===== src/rtl/uart_rx_frame.sv =====
// uart_rx_frame: oversampling serial receiver with parity/stop checks and a one-entry valid/ready output buffer
module uart_rx_frame #(
    parameter int CLKS_PER_BIT = 16,
    parameter int DATA_BITS    = 8,
    parameter int PARITY_EN    = 0,
    parameter int PARITY_ODD   = 0,
    parameter int STOP_BITS    = 1
) (
    input  logic                 i_clk,
    input  logic                 i_rst,
    input  logic                 i_rx,
    output logic [DATA_BITS-1:0] o_data,
    output logic                 o_valid,
    input  logic                 i_ready,
    output logic                 o_parity_err,
    output logic                 o_frame_err,
    output logic                 o_overrun,
    output logic                 o_busy
);
    localparam int CW = $clog2(CLKS_PER_BIT);
    localparam int BW = $clog2(DATA_BITS + 1);
    typedef enum logic [2:0] {IDLE, START, DATA, PARITY, STOP} state_t;
    state_t state, state_n;
    logic rx_meta, rx_s, perr, ferr, half, full, done, held;
    logic [CW-1:0] clk_cnt;
    logic [BW-1:0] bit_cnt;
    logic [DATA_BITS-1:0] shift;
    assign half = clk_cnt == CW'(CLKS_PER_BIT / 2 - 1);
    assign full = clk_cnt == CW'(CLKS_PER_BIT - 1);
    assign held = o_valid && !i_ready;
    assign o_busy = state != IDLE;
    always_comb begin
        state_n = state;
        done = 1'b0;
        case (state)
            IDLE:   state_n = rx_s ? IDLE : START;
            START:  state_n = half ? (rx_s ? IDLE : DATA) : START;
            DATA:   state_n = (full && bit_cnt == BW'(DATA_BITS - 1)) ? (PARITY_EN != 0 ? PARITY : STOP) : DATA;
            PARITY: state_n = full ? STOP : PARITY;
            STOP: begin
                done = full && bit_cnt == BW'(STOP_BITS - 1);
                state_n = done ? IDLE : STOP;
            end
            default: state_n = IDLE;
        endcase
    end
    always_ff @(posedge i_clk or posedge i_rst) begin
        if (i_rst) begin
            rx_meta <= 1'b1;
            rx_s    <= 1'b1;
            state   <= IDLE;
            clk_cnt <= '0;
            bit_cnt <= '0;
            shift   <= '0;
            perr    <= 1'b0;
            ferr    <= 1'b0;
        end else begin
            rx_meta <= i_rx;
            rx_s    <= rx_meta;
            state   <= state_n;
            clk_cnt <= (state == IDLE || state_n != state || full) ? '0 : clk_cnt + 1'b1;
            bit_cnt <= (state_n != state) ? '0 : (full ? bit_cnt + 1'b1 : bit_cnt);
            if (state == START) begin
                perr <= 1'b0;
                ferr <= 1'b0;
            end
            if (state == DATA && full) shift <= {rx_s, shift[DATA_BITS-1:1]};
            if (state == PARITY && full) perr <= rx_s ^ (^shift) ^ 1'(PARITY_ODD);
            if (state == STOP && full && !rx_s) ferr <= 1'b1;
        end
    end
    // the final stop sample is folded in directly since ferr only updates after it
    always_ff @(posedge i_clk or posedge i_rst) begin
        if (i_rst) begin
            o_data       <= '0;
            o_valid      <= 1'b0;
            o_parity_err <= 1'b0;
            o_frame_err  <= 1'b0;
            o_overrun    <= 1'b0;
        end else begin
            o_overrun <= done && held;
            if (done && !held) begin
                o_data       <= shift;
                o_parity_err <= perr;
                o_frame_err  <= ferr | ~rx_s;
                o_valid      <= 1'b1;
            end else if (o_valid && i_ready) begin
                o_valid <= 1'b0;
            end
        end
    end
endmodule


===== config.mk =====
export PLATFORM = sky130hd
export DESIGN_NAME = uart_rx_frame
export DESIGN_NICKNAME = d
export VERILOG_FILES = /design/src/rtl/uart_rx_frame.sv
export SDC_FILE = /design/constraint.sdc
export NUM_CORES = 1
export LEC_CHECK = 0
export BUFFER_PORTS_ARGS = -buffer_cell sky130_fd_sc_hd__buf_2
export CORE_ASPECT_RATIO = 0.6
export CORE_UTILIZATION = 41
export DETAILED_ROUTE_END_ITERATION = 8
export PLACE_DENSITY = 0.69
export SLEW_MARGIN = 20
export SYNTH_ARGS = -nofsm -noshare
export SYNTH_HDL_FRONTEND = slang
export SYNTH_SLANG_ARGS = --single-unit

===== constraint.sdc =====
create_clock -name i_clk -period 1.8 [get_ports i_clk]
set_clock_uncertainty 0.2 [all_clocks]
set_input_delay 0.36 -clock i_clk [delete_from_list [all_inputs] [get_ports i_clk]]
set_output_delay 0.36 -clock i_clk [all_outputs]
set_load 0.005 [all_outputs]

# Word level (Yosys, flattened, before mapping)
# Index checks and enable logic that the tools add are counted.
# op_classes
n_eq_ne,8
n_addsub,2
reduce_logical,23
n_mux,16
n_bitwise,3
# ops
cell,n
3-bit one-hot mux with 5 select lines,1
4-bit 2-to-1 mux,3
1-bit logical AND,10
3-bit 2-to-1 mux,3
4-bit by 1-bit adder with 4-bit output (second input constant),2
4-bit by 3-bit equality test with 1-bit output (second input constant),2
2-bit nonzero test,4
8-bit XOR reduction,1
1-bit 2-to-1 mux,7
3-bit by 2-bit equality test with 1-bit output (second input constant),2
4-bit equality test (second input constant),1
4-bit logical NOT,1
2-bit 2-to-1 mux,2
3-bit by 1-bit equality test with 1-bit output (second input constant),1
3-bit equality test (second input constant),1
1-bit logical NOT,3
3-bit logical NOT,1
3-bit != test,1
3-bit nonzero test,1
1-bit logical OR,2
1-bit inverter,1
1-bit bitwise OR,1
1-bit bitwise XOR,1
# word_totals
output_inout_bits,13
inputBits,4
ff_bits,35

# Depth between registers and ports, before layout
# logic_depth
ltp_word,8
mapped_depth,7
ltp_nobuf,6

# Least setup slack after synthesis
# No wires, ideal clock.
# synth_path
kind,reg-to-reg
start,register clk_cnt[0]
end,register o_data[0]
stages_incl_launch_ff,7
slack_ns,-0.198
setup_time_ns,0.125
path_buffers,1
t_arrival_ns,1.673
synth_period_minus_slack_ns,1.998
required_time_ns,1.475
path_cell_list,dfrtp_1 -> ha_1 -> nand3_4 -> nor4b_4 -> nand4_2 -> buf_6 -> mux2_4
# synth_via
elab_chain_len,4
# synth_rtl
element,line,rtl
from (decl),25,logic [CW-1:0] clk_cnt;
from (signal assigned),61,clk_cnt <= (state == IDLE || state_n != state || full) ? '0 : clk_cnt + 1'b1;
4-bit equality test,29,assign full = clk_cnt == CW'(CLKS_PER_BIT - 1);
1-bit logical AND,41,done = full && bit_cnt == BW'(STOP_BITS - 1);
1-bit 2-to-1 mux,35,case (state)
1-bit logical AND,82,if (done && !held) begin
to (signal assigned),83,o_data <= shift;
to (decl),12,"output logic [DATA_BITS-1:0] o_data,"
# Every way passes these cells.
# A chain may end at the register's enable or synchronous reset.

# Worst setup path in the final report
# layout_path
start,register bit_cnt[0]
end,register o_parity_err
# layout_via
elab_chain_len,4
# layout_rtl
element,line,rtl
from (decl),26,logic [BW-1:0] bit_cnt;
from (signal assigned),62,bit_cnt <= (state_n != state) ? '0 : (full ? bit_cnt + 1'b1 : bit_cnt);
4-bit logical NOT,41,
1-bit logical AND,41,
1-bit 2-to-1 mux,35,
1-bit logical AND,82,
to (signal assigned),84,o_parity_err <= perr;
to (decl),15,"output logic o_parity_err,"
# Every way passes these cells.

==> results.ini <==
[setup_path]
worstPathArrival_ps=1890
crit_path_end_kind=flop
path_class=reg2reg
rr_startpoint=bit_cnt[0]
start_kind=flop
ff2ff_path_depth=7
r2r_slack_ps=-100
crit_fanout=11
required_ps=1780
r2r-end=o_parity_err

[drt]
antenna_left=0
drt_iter0_markers=100
vias_per_cell=5.21
dr.pass1.iters=6
wl_per_cell_um=15.1
drc=4
wirelength_mm=3.51
num_vias=1208

[synth]
syn_nets=147
yosysSeqAreaShare_pct=52.6
netlist_instances=140
syn-cell-area_mm2=0.00167
ys.flop_type=dfrtp_1
yosysTopAreaCell=dfrtp_1
ys_ff_latch=35
synth.distinct_cells=35
ys_async_sr_fraction_pct=100
synth_warnings=0
synthTopCellsByArea=dfrtp_1 49%, mux2_4 7.2%, mux2_2 6.1%, xnor2_1 4.7%, dfstp_2 3.1%
syn_area_per_cell_um2=11.9
synth_edf_count=0
yosysTopAreaCellShare_pct=49.5

[timing]
min_period_ps=1900
tightest_slew_ps=432
fin_ws_ps=-101
slew_headroom_pct=71.2
hold_violations=0
max_freq_ghz=0.526
finalSetupViolCount=13
rsz0062_at_grt=yes
finalCritPeriodShare_pct=106
hold_ws_ps=157
slew_viol_final=0

[global_route]
grt_util_all_layers_pct=18.2
grt_pass1_vias=1138
antenna_found_initial=0
grt-ovfl-total=0
grt_pass1_wl_mm=5.68
grt_max_degree=36

[cts]
cts_root_buf=clkbuf_8
cts-buffers-inserted=5
cts_tree=done
clockBufferDepth=2
cts-htree-levels=2
insertion_delay_ps=300
clk_pin_slew_ps=70
clock_sinks=35

[final_layout]
syn2layout_area_growth_pct=29.5
drive_gt1_share_pct=44.9
antenna_cells=0
fin_nets=191

[power]
clockPowerShare_pct=28.3
powerDensity_mw_per_mm2=1160
p_leak_nw=1.08
power.net_switching_mw=0.760
power.internal_mw=1.74
combPwrFrac_pct=32.3
seqPwrFrac_pct=39.4
p_sw_share_pct=30.5
ir_drop_mv=0.669

[worst_hold_path]
worstHoldEndpoint=rx_s
min_from=rx_meta
hold_class=reg2reg
hold-path-cell-count=0

[flow_run]
max_cap_violations=0

[floorplanning]
dieArea_mm2=0.00434
row_count=17
dieWidth_um=84.4
start_util_pct=44.1
ios=17
core_mm2=0.00379
die_h_um=51.4

[placement]
dp_worst_setup_slack_ps=-117
numPortBuffers=16
gp_congestion=0.834
post-dp-hpwl_mm=2.33

[outcome]
outcome=finished, violations left
violations=design-rule violations, negative setup slack

worst max-delay path, cell delays in order (launching register included):
cell and delay, ps:
dfrtp_1 400, buf_4 140, inv_1 50, ha_1 150, nor4b_4 250, nand4_2 120
buf_6 180, mux2_4 300
cell usage after synthesis, types with 2 or more instances:
master / instances
xnor2_1: 9
a21oi_1: 4
or3_1: 2
nor2_1: 11
a31oi_1: 2
dfstp_2: 2
nand2_1: 8
dfrtp_1: 33
and3_1: 2
xor2_1: 4
o21ai_0: 7
nor2b_1: 2
mux2_2: 9
inv_1: 5
nand3_1: 2
clkbuf_1: 5
nand2b_1: 4
o211ai_1: 2
ha_1: 3
mux2_4: 8
nand3b_1: 2
cell usage in the layout (no fill, tap or decap), types with 3 or more instances in the layout:
cell type / n
inv_1: 5
mux2_2: 9
clkbuf_8: 5
nand2_1: 8
buf_4: 25
mux2_4: 8
xnor2_1: 9
nor2_1: 11
nand2b_1: 3
dfrtp_1: 30
xor2_1: 4
buf_2: 15
o21ai_0: 7
dfrtp_2: 3
power groups by stage:
stage / registers (mW) / logic (mW) / clock network (mW)
3_5_place_dp: 1.03 / 0.611 / 0
4_1_cts: 0.979 / 0.749 / 0.725
6_report: 0.983 / 0.806 / 0.707
3_3_place_gp: 1.02 / 0.573 / 0
2_1_floorplan: 0.991 / 0.410 / 0
5_1_grt: 0.997 / 0.882 / 0.760
sequential cells by signal, indices dropped and copies added, names as in the netlist, 3 cells and up:
name,cells
o_data,8
shift,8
bit_cnt,4
clk_cnt,4
state,3
stage by stage:
stage               TNS (ps)  instances  area, um^2  power, mW  utilization [%]
floorplan               -544        140        1680       1.40                -
global placement        -949        212        1910       1.60             50.3
detailed placement     -1730        212        1910       1.64             50.3
CTS                     -942        228        2100       2.45             55.6
global route           -2370        232        2160       2.64             57.1
finish                 -1020        232        2160       2.50             57.1
worst max-delay path by stage:
stage          cells past startpoint       start  slack [ps]           end
2_1_floorplan                      6  clk_cnt[0]         -70     o_data[0]
3_3_place_gp                       5  clk_cnt[1]         -80      shift[6]
3_5_place_dp                       6  bit_cnt[0]        -120    bit_cnt[1]
4_1_cts                            6  bit_cnt[1]        -100    bit_cnt[1]
5_1_grt                            7  bit_cnt[0]        -200  o_parity_err
6_report                           7  bit_cnt[0]        -100  o_parity_err
routing by layer:
| metal | part of all wire [%] | wire [um] | up-vias | GRT usage [%] |
|---|---|---|---|---|
| met1 | 50 | 1750 | 597 | 25.1 |
| met3 | 5.5 | 193 | 5 | 5.65 |
| met4 | 1.1 | 39 | 0 | 6.78 |
| met2 | 44 | 1530 | 36 | 26.9 |
| li1 | - | - | 570 | - |
| met5 | 0 | 0 | - | 0 |
kinds of logic (layout without fill, tap and decap cells):
kind of cell	Yosys count	count (layout)	share of synthesized area (%)
XOR/XNOR	13	13	6.82
AO/OA/AOI/OAI	19	19	7.05
buffers and inverters	12	57	3.22
adder cells (fa/ha/maj)	3	3	2.25
flip-flops	35	35	52.6
AND/OR/NAND/NOR	41	41	14.8
multiplexers	17	17	13.3
layout make-up:
class | instances | area (um^2)
Clock buffer | 5 | 68.8
Sequential cell | 35 | 882
Tap cell | 47 | 58.8
Inverter | 5 | 18.8
Clock inverter | 3 | 43.8
Multi-Input combinational cell | 93 | 783
Timing Repair Buffer | 44 | 305
Fill cell | 315 | 1630
timing repair:
item,CTS,global route
setup endpoints to repair,21,23
pin swaps,5,3
hold buffers,2,0
gates resized for setup,8,5
buffers inserted,6,4
hold endpoints to repair,34,0
Note: power is estimated with default switching activity, not from simulation.
